File: src/rtl/iterative_multiplier_if.sv
// Request/response bundle between the execute stage and the iterative multiplier.
// The master drives the operation request; the slave is the multiplier itself.
interface iterative_multiplier_if #(parameter int WIDTH = 32);
    logic                 start;
    logic                 flush;
    logic [2:0]           op_type;
    logic [WIDTH-1:0]     a;
    logic [WIDTH-1:0]     b;
    logic [WIDTH-1:0]     c;
    logic [WIDTH-1:0]     d;
    logic [2*WIDTH-1:0]   result;
    logic                 flag_n;
    logic                 flag_z;
    logic                 busy;
    logic                 done;

    modport master (output start, flush, op_type, a, b, c, d,
                    input  result, flag_n, flag_z, busy, done);
    modport slave  (input  start, flush, op_type, a, b, c, d,
                    output result, flag_n, flag_z, busy, done);
endinterface

File: src/rtl/iterative_multiplier.sv
// Multi-cycle MUL/MLA/UMULL/UMLAL/SMULL/SMLAL unit, BITS_PER_CYCLE multiplier bits per CALC edge.
// Optional MUL_EARLY_TERM_EN: leave CALC as soon as the remaining multiplier bits are all zero.
module iterative_multiplier #(
    parameter int WIDTH          = 32,
    parameter int BITS_PER_CYCLE = 2
) (
    input logic                  clk,
    input logic                  n_reset,
    iterative_multiplier_if.slave bus
);
    localparam int K  = WIDTH / BITS_PER_CYCLE;
    localparam int CW = $clog2(K + 1);
    localparam int W2 = 2 * WIDTH;

    typedef enum logic [1:0] {IDLE, CALC, FINAL} state_t;

    state_t          state;
    logic [W2-1:0]   mcand;
    logic [W2-1:0]   acc;
    logic [WIDTH-1:0] mplier;
    logic [WIDTH-1:0] c_q;
    logic [WIDTH-1:0] d_q;
    logic [2:0]      op_q;
    logic            sign_q;
    logic [CW-1:0]   cnt;
    logic [W2-1:0]   result_q;
    logic            flag_n_q;
    logic            flag_z_q;
    logic            busy_q;
    logic            done_q;

    // Operand magnitudes at the start edge; only SMULL/SMLAL are signed.
    logic            signed_op;
    logic [WIDTH-1:0] mag_a;
    logic [WIDTH-1:0] mag_b;
    assign signed_op = (bus.op_type[2:1] == 2'b11);
    assign mag_a     = (signed_op && bus.a[WIDTH-1]) ? (~bus.a + 1'b1) : bus.a;
    assign mag_b     = (signed_op && bus.b[WIDTH-1]) ? (~bus.b + 1'b1) : bus.b;

    logic [W2-1:0] pp;
    always_comb begin
        pp = '0;
        for (int i = 0; i < BITS_PER_CYCLE; i++)
            if (mplier[i]) pp = pp + (mcand << i);
    end

    logic last_iter;
`ifdef MUL_EARLY_TERM_EN
    assign last_iter = (cnt == CW'(1)) || ((mplier >> BITS_PER_CYCLE) == '0);
`else
    assign last_iter = (cnt == CW'(1));
`endif

    // Sign fix-up and accumulate; every sum wraps at 2*WIDTH bits, so a
    // two's-complement {c,d} needs no special handling beyond plain addition.
    logic          long_op;
    logic [W2-1:0] prod;
    logic [W2-1:0] addend;
    logic [W2-1:0] sum;
    logic [W2-1:0] res_final;
    assign long_op = op_q[2];
    assign prod    = sign_q ? (~acc + 1'b1) : acc;
    always_comb begin
        addend = '0;
        case (op_q)
            3'b001:         addend = {{WIDTH{1'b0}}, c_q};
            3'b101, 3'b111: addend = {c_q, d_q};
            default:        addend = '0;
        endcase
    end
    assign sum       = prod + addend;
    assign res_final = long_op ? sum : {{WIDTH{1'b0}}, sum[WIDTH-1:0]};

    always_ff @(posedge clk or negedge n_reset) begin
        if (!n_reset) begin
            state    <= IDLE;
            mcand    <= '0;
            acc      <= '0;
            mplier   <= '0;
            c_q      <= '0;
            d_q      <= '0;
            op_q     <= '0;
            sign_q   <= 1'b0;
            cnt      <= '0;
            result_q <= '0;
            flag_n_q <= 1'b0;
            flag_z_q <= 1'b0;
            busy_q   <= 1'b0;
            done_q   <= 1'b0;
        end else begin
            done_q <= 1'b0;
            if (bus.flush) begin
                state  <= IDLE;
                busy_q <= 1'b0;
            end else begin
                case (state)
                    IDLE: if (bus.start) begin
                        mcand  <= {{WIDTH{1'b0}}, mag_a};
                        mplier <= mag_b;
                        c_q    <= bus.c;
                        d_q    <= bus.d;
                        op_q   <= bus.op_type;
                        sign_q <= signed_op && (bus.a[WIDTH-1] ^ bus.b[WIDTH-1]);
                        acc    <= '0;
                        cnt    <= CW'(K);
                        busy_q <= 1'b1;
                        state  <= CALC;
                    end
                    CALC: begin
                        acc    <= acc + pp;
                        mcand  <= mcand << BITS_PER_CYCLE;
                        mplier <= mplier >> BITS_PER_CYCLE;
                        cnt    <= cnt - 1'b1;
                        if (last_iter) state <= FINAL;
                    end
                    FINAL: begin
                        result_q <= res_final;
                        flag_n_q <= long_op ? res_final[W2-1] : res_final[WIDTH-1];
                        flag_z_q <= long_op ? (res_final == '0) : (res_final[WIDTH-1:0] == '0);
                        done_q   <= 1'b1;
                        busy_q   <= 1'b0;
                        state    <= IDLE;
                    end
                    default: state <= IDLE;
                endcase
            end
        end
    end

    assign bus.result = result_q;
    assign bus.flag_n = flag_n_q;
    assign bus.flag_z = flag_z_q;
    assign bus.busy   = busy_q;
    assign bus.done   = done_q;
endmodule

File: src/flat_wrapper.sv
// flat-port wrapper written by rule: the top's interface ports become plain ports
module iterative_multiplier_flat 
#(
    parameter int WIDTH          = 32,
    parameter int BITS_PER_CYCLE = 2
)
  (clk, n_reset, bus_start, bus_flush, bus_op_type, bus_a, bus_b, bus_c, bus_d, bus_result, bus_flag_n, bus_flag_z, bus_busy, bus_done);
  iterative_multiplier_if #(.WIDTH(WIDTH)) bus_i ();
  input logic clk;
  input logic n_reset;
  input wire logic [$bits(bus_i.start)-1:0] bus_start;
  input wire logic [$bits(bus_i.flush)-1:0] bus_flush;
  input wire logic [$bits(bus_i.op_type)-1:0] bus_op_type;
  input wire logic [$bits(bus_i.a)-1:0] bus_a;
  input wire logic [$bits(bus_i.b)-1:0] bus_b;
  input wire logic [$bits(bus_i.c)-1:0] bus_c;
  input wire logic [$bits(bus_i.d)-1:0] bus_d;
  output wire logic [$bits(bus_i.result)-1:0] bus_result;
  output wire logic [$bits(bus_i.flag_n)-1:0] bus_flag_n;
  output wire logic [$bits(bus_i.flag_z)-1:0] bus_flag_z;
  output wire logic [$bits(bus_i.busy)-1:0] bus_busy;
  output wire logic [$bits(bus_i.done)-1:0] bus_done;
  assign bus_i.start = bus_start;
  assign bus_i.flush = bus_flush;
  assign bus_i.op_type = bus_op_type;
  assign bus_i.a = bus_a;
  assign bus_i.b = bus_b;
  assign bus_i.c = bus_c;
  assign bus_i.d = bus_d;
  assign bus_result = bus_i.result;
  assign bus_flag_n = bus_i.flag_n;
  assign bus_flag_z = bus_i.flag_z;
  assign bus_busy = bus_i.busy;
  assign bus_done = bus_i.done;
  iterative_multiplier #(.WIDTH(WIDTH), .BITS_PER_CYCLE(BITS_PER_CYCLE)) u_core (.clk(clk), .n_reset(n_reset), .bus(bus_i));
endmodule
File: config.mk
export PLATFORM = sky130hd
export DESIGN_NAME = iterative_multiplier_flat
export DESIGN_NICKNAME = d
export VERILOG_FILES = /design/src/rtl/iterative_multiplier_if.sv /design/src/rtl/iterative_multiplier.sv /design/src/flat_wrapper.sv
export SDC_FILE = /design/constraint.sdc
export NUM_CORES = 1
export LEC_CHECK = 0
export CAP_MARGIN = 5
export CELL_PAD_IN_SITES_DETAIL_PLACEMENT = 1
export CELL_PAD_IN_SITES_GLOBAL_PLACEMENT = 1
export CORE_ASPECT_RATIO = 0.8
export CORE_MARGIN = 2
export CORE_UTILIZATION = 49
export CTS_CLUSTER_SIZE = 14
export DETAILED_ROUTE_END_ITERATION = 8
export PLACE_DENSITY_LB_ADDON = 0.25
export SLEW_MARGIN = 25
export SYNTH_ARGS = -nofsm -noshare
export SYNTH_HDL_FRONTEND = slang
export SYNTH_SLANG_ARGS = --single-unit
File: constraint.sdc
create_clock -name clk -period 26.4 [get_ports clk]
set_input_delay 5.28 -clock clk [delete_from_list [all_inputs] [get_ports clk]]
set_output_delay 5.28 -clock clk [all_outputs]
set_load 0.02 [all_outputs]
# Yosys cells after proc, flatten, opt, wreduce, memory -nomap -nowiden
# Cells that the tools add are included.
# totals
out_inout_bits	68
ff_bits	303
word_cells	76
# op_classes
mux	26
n_addsub	7
n_reduce_logical	14
n_bitwise	5
eq_ne	10
# op_table
op	count
$mux W64	6
$pmux W64 S2	3
$add A64 B64 Y64	3
$mux W32	3
$add A32 B1 Y32 const B	2
$add A64 B1 Y64 const B	1
$logic_not A64 Y1	1
$not A32 Y32	2
$not A64 Y64	1
$pmux W32 S2	1
$logic_not A32 Y1	1
$pmux W5 S2	1
$eq A3 B3 Y1 const B	2
$mux W1	6
$mux W2	3
$reduce_and A2 Y1	3
$reduce_and A3 Y1	2
$eq A5 B1 Y1 const B	1
$mux W5	1
$sub A5 B1 Y5 const B	1
$eq A2 B2 Y1 const B	2
$pmux W2 S2	1
$eq A3 B1 Y1 const B	1
$logic_and A1 B1 Y1	3
11 further kinds	11

# Logic depth before layout (Yosys ltp)
# logic_depth
depth_word	7
depth_mapped	40

# Worst setup path after synthesis
# OpenSTA, ideal clock, no wires.
# synth_path
kind	register to register
from	register u_core.mplier[0]
to	register u_core.acc[63]
arrival_time_ns	8.603
setup_ns	0.087
path_stages_with_launch	41
required_ns	26.313
slack_ns	17.710
cell_sequence	dfrtp_1 -> clkbuf_1 -> buf_1 -> clkbuf_1 -> clkbuf_1 -> clkbuf_1 -> clkbuf_1 -> clkbuf_1 -> clkbuf_1 -> nand2_1 -> inv_1 -> ha_1 -> inv_1 -> fa_1 -> clkbuf_1 -> o32ai_1 -> a32oi_1 -> o21ai_0 -> [... 5 more ...] -> nor2_1 -> mux2i_1 -> nand2_1 -> a32o_1 -> ha_1 -> clkbuf_1 -> a21o_1 -> a21o_1 -> a2111oi_0 -> o21ai_0 -> o21ai_0 -> o31a_1 -> a311oi_1 -> a211o_1 -> xor2_1 -> nor3b_1 -> mux2i_1 -> o211ai_1
# synth_between
elab_chain_len	5
# synth_rtl
element	line_no	text
start, declared	iterative_multiplier.sv:20	logic [WIDTH-1:0] mplier;
start signal, assigned	iterative_multiplier.sv:99	mplier <= mag_b;
start signal, assigned	iterative_multiplier.sv:112	mplier <= mplier >> BITS_PER_CYCLE;
$mux W64 (*)	iterative_multiplier.sv:44	if (mplier[i]) pp = pp + (mcand << i);
$add A64 B64 Y64	iterative_multiplier.sv:44	
$mux W64 (*)	iterative_multiplier.sv:44	
$add A64 B64 Y64 (*)	iterative_multiplier.sv:110	acc <= acc + pp;
$pmux W64 S2 (*)	iterative_multiplier.sv:96	case (state)
end signal, assigned	iterative_multiplier.sv:110	
end, declared	iterative_multiplier.sv:19	logic [W2-1:0] acc;
# Every way passes the cells marked *; elsewhere a longest branch is shown, timed or not.
# A chain may end at the register's enable or synchronous reset.

# Worst setup path after layout
# layout_path
from	input port bus_flush
to	register u_core.flag_z_q (netlist: u_core.bus.flag_z)
# layout_between
elab_chain_len	2
# layout_rtl
element	line_no	text
start, declared	flat_wrapper.sv:12	input wire logic [$bits(bus_i.flush)-1:0] bus_flush;
$not A1 Y1 (no source line)	n/a	
$reduce_and A2 Y1 (no source line)	n/a	
end signal, assigned	iterative_multiplier.sv:119	flag_z_q <= long_op ? (res_final == '0) : (res_final[WIDTH-1:0] == '0);
end, declared	iterative_multiplier.sv:28	logic flag_z_q;
# No other way between the ends.

==> key figures <==
Finish
  • Antenna cells: 0
  • Filler cell count: 6766
  • Commonest non-fill, non-tap cells in the layout: 644 x nand2_1, 366 x o21ai_0, 299 x dfrtp_1
  • Share of layout cells above drive strength 1: 4.00%
  • # nets final: 3902
  • Most common cell after layout, fill and taps aside: nand2_1
  • Area delta synth->final: 12.7%

Worst hold path
  • Hold crit path type: flip-flop to flip-flop

Timing
  • Final Max Tran Viols: 0
  • Slew @ Worst Pin: 1030 ps
  • RSZ-0062 raised after global routing: false
  • Clock Skews: 22.1 ps
  • Fmax: 0.112 GHz
  • Slew margin rel.: 31.4%
  • Fin crit share: 33.9%
  • Final min period: 8950 ps
  • Setup total negative slack: 0 ps
  • Count of final setup violators: 0
  • WHS: 477 ps
  • Hold Vio Cnt, Final: 0

CTS
  • Clock Latency Late Sink: 590 ps
  • Post-CTS setup buffer count: 0
  • Clock transition at path regs: 60 ps
  • CTS sink count: 303
  • CTS H-tree lvls: 2
  • Total CTS buffers: 36
  • Hold_buf cts: 0
  • Post-CTS sizing: 0
  • CTS root buffer: clkbuf_16
  • CTS tree: yes
  • Longest Clk Path Bufs: 3

Detailed routing
  • Via density: 6.31
  • Total wire length: 97.1 mm
  • Avg WL per Cell: 22.2 um
  • Via count: 27.6k
  • Routed Antenna Nets: 0
  • DRC viols: 0
  • Initial drt markers: 2092
  • Detailed Routing Iterations Pass 1: 6

Setup path
  • FF-to-FF Start: u_core.mplier[0]
  • CP Capture Type: flip-flop
  • Crit-path cells: clkdlybuf4s50_1 > nand2b_4 > inv_1 > nand4b_1 > nor2_1 > nand2_1 > nor4bb_1 > nand4_1 > nor4b_1 > nand4_1 > and4b_1 > o2111ai_1 > nor4bb_1 > a21o_1
  • WP data required: 26910 ps
  • Critical path type: primary input to flip-flop
  • Slowest CP cell: nor4b_1
  • CP max stage delay: 740 ps
  • CP startpoint: bus_flush
  • Crit path DAT: 9460 ps
  • RR Endpoint: u_core.acc[63]
  • CP startpoint kind: primary input
  • Crit path to: u_core.bus.flag_z
  • R2R setup slack: 17720 ps
  • CP Max Fanout: 34
  • R2R depth: 30

Global route
  • Initial antenna violation count: 2
  • Vias in the first global route: 28.2k
  • First-pass GRT wire length: 156 mm
  • Overflow after GRT: 0
  • All-Layer GR Usage: 32.9%
  • Largest net degree at the start of global routing: 104

Place
  • DP Wirelength: 73.1 mm
  • IO buf count: 202
  • Final GP Congestion: 0.932

Logic synthesis
  • Avg Cell Area, Syn: 7.73 um^2
  • Post-synthesis cell count: 3564
  • #FFs+latches synth: 303
  • Mux share of post-synthesis cell area: 1.78%
  • Post-synth EDFFs: 0
  • Compound-Gate Fraction of Synth Area: 26.9%
  • Synth async-reset ratio: 100%
  • Top FF cell, synth: dfrtp_1
  • Post-Syn Area: 27600 um^2
  • Synth Area in XOR/XNOR: 9.82%
  • Library cells used by synthesis: 83
  • Simple-gate portion of the synthesized area: 21.8%
  • Share of synthesized cell area in full adder, half adder and majority cells: 8.02%
  • Largest family of logic cells by synthesized area: compound AO/OA/AOI/OAI gates
  • Sequential share of the synthesized area: 27.5%
  • Post-Syn Nets: 3873
  • Yosys warnings: 0

Job
  • Max-cap viol count: 0

Floorplan
  • Die Width: 269 um
  • Full die area: 58200 um^2
  • Die Span Y: 216 um
  • Initial core utilization: 49.7%
  • # IOs: 203
  • Total core area: 55400 um^2
  • Row count: 77

Pwr
  • Cell area power density: 74.9 nW/um^2
  • Lkg Pwr: 13.9 nW
  • Peak supply drop: 0.0000621 V

Run status
  • Status: completed
[synth_stat cells, drive strengths merged, types with 32 or more instances]
master / number / area share (%)
nand3: 63 / 1.1
a21o: 101 / 2.8
ha: 171 / 7.8
nor2: 149 / 2.0
a22oi: 39 / 1.1
o21a: 36 / 0.98
o21ai: 367 / 6.7
nor3: 45 / 0.82
a22o: 79 / 2.5
or3: 33 / 0.80
nand4: 47 / 1.1
dfrtp: 303 / 28
o31ai: 46 / 1.3
a21oi: 239 / 4.3
a31oi: 32 / 0.73
nand2b: 38 / 0.86
nand2: 645 / 8.8
xnor2: 186 / 5.9
and2: 48 / 1.1
and3: 51 / 1.2
inv: 79 / 1.1
clkbuf: 209 / 2.9
nor2b: 39 / 0.89
xor2: 123 / 3.9
[stage by stage]
stage                     power, mW  std cells  instance area [um^2]  worst slack [ps]  util, %
final                          2.33       4371                 31100             17450     56.1
after global routing           2.47       4371                 31100             16860     56.1
after CTS                      2.33       4371                 31100             17580     56.1
after detailed placement       1.78       4305                 29800             17000     53.9
after global placement         1.73       4305                 29800             17080     53.8
after floorplan                1.42       3564                 27600             17710        -
[critical path: cells and delay by family]
family | cells | cell delay (ps)
simple gates | 10 | 2800
compound gates | 2 | 260
buf+inv | 2 | 1110
[cells by family after synthesis]
| logic type | Yosys count |
|---|---|
| XOR/XNOR | 309 |
| flip-flops | 303 |
| AND/OR/NAND/NOR | 1267 |
| adder cells (fa/ha/maj) | 175 |
| multiplexers | 45 |
| buffers and inverters | 308 |
| AO/OA/AOI/OAI | 1157 |
[flip-flops by register name (all words and copies together), names as in the netlist, 2 cells and up]
signal	count
u_core.mcand	64
u_core.op_q	3
u_core.cnt	5
u_core.c_q	32
u_core.mplier	32
u_core.bus.result	64
u_core.d_q	32
u_core.state	2
u_core.acc	64
[power breakdown]
group | switching [mW] | internal, mW | leakage, nW
registers | 0.167 | 0.554 | 3.98
clock network | 0.225 | 0.313 | 0.594
logic | 0.657 | 0.411 | 9.38
total | 1.05 | 1.28 | 13.9
[how the worst min path moves through the flow]
stage	startpoint	endpoint	slack, ps	cells after the start
final	u_core.bus.flag_n	u_core.bus.flag_n	480	2
after global routing	u_core.bus.result[10]	u_core.bus.result[10]	510	2
after CTS	u_core.d_q[14]	u_core.d_q[14]	480	2
after detailed placement	u_core.d_q[14]	u_core.d_q[14]	470	2
after global placement	u_core.mplier[17]	u_core.mplier[17]	450	2
after floorplan	u_core.mplier[10]	u_core.mplier[10]	440	2
[layer usage]
layer,track usage (%),vias up,share of wire [%]
met2,55.8,663,48
met1,44.6,13900,45
met5,0,-,0.0072
li1,-,12900,-
met3,3.17,142,4.2
met4,9.48,2,2.6
[layout make-up]
cell class | count | area, um^2 | share of cell area [%]
clock inverters | 16 | 240 | 0.773
multi-input cells | 2953 | 18900 | 60.7
repair buffers | 218 | 2150 | 6.92
flip-flops and latches | 303 | 7590 | 24.4
well taps | 750 | 938 | 3.02
clock buffers | 50 | 983 | 3.17
inverters | 81 | 304 | 0.979
Note: power is estimated with default switching activity, not from simulation.
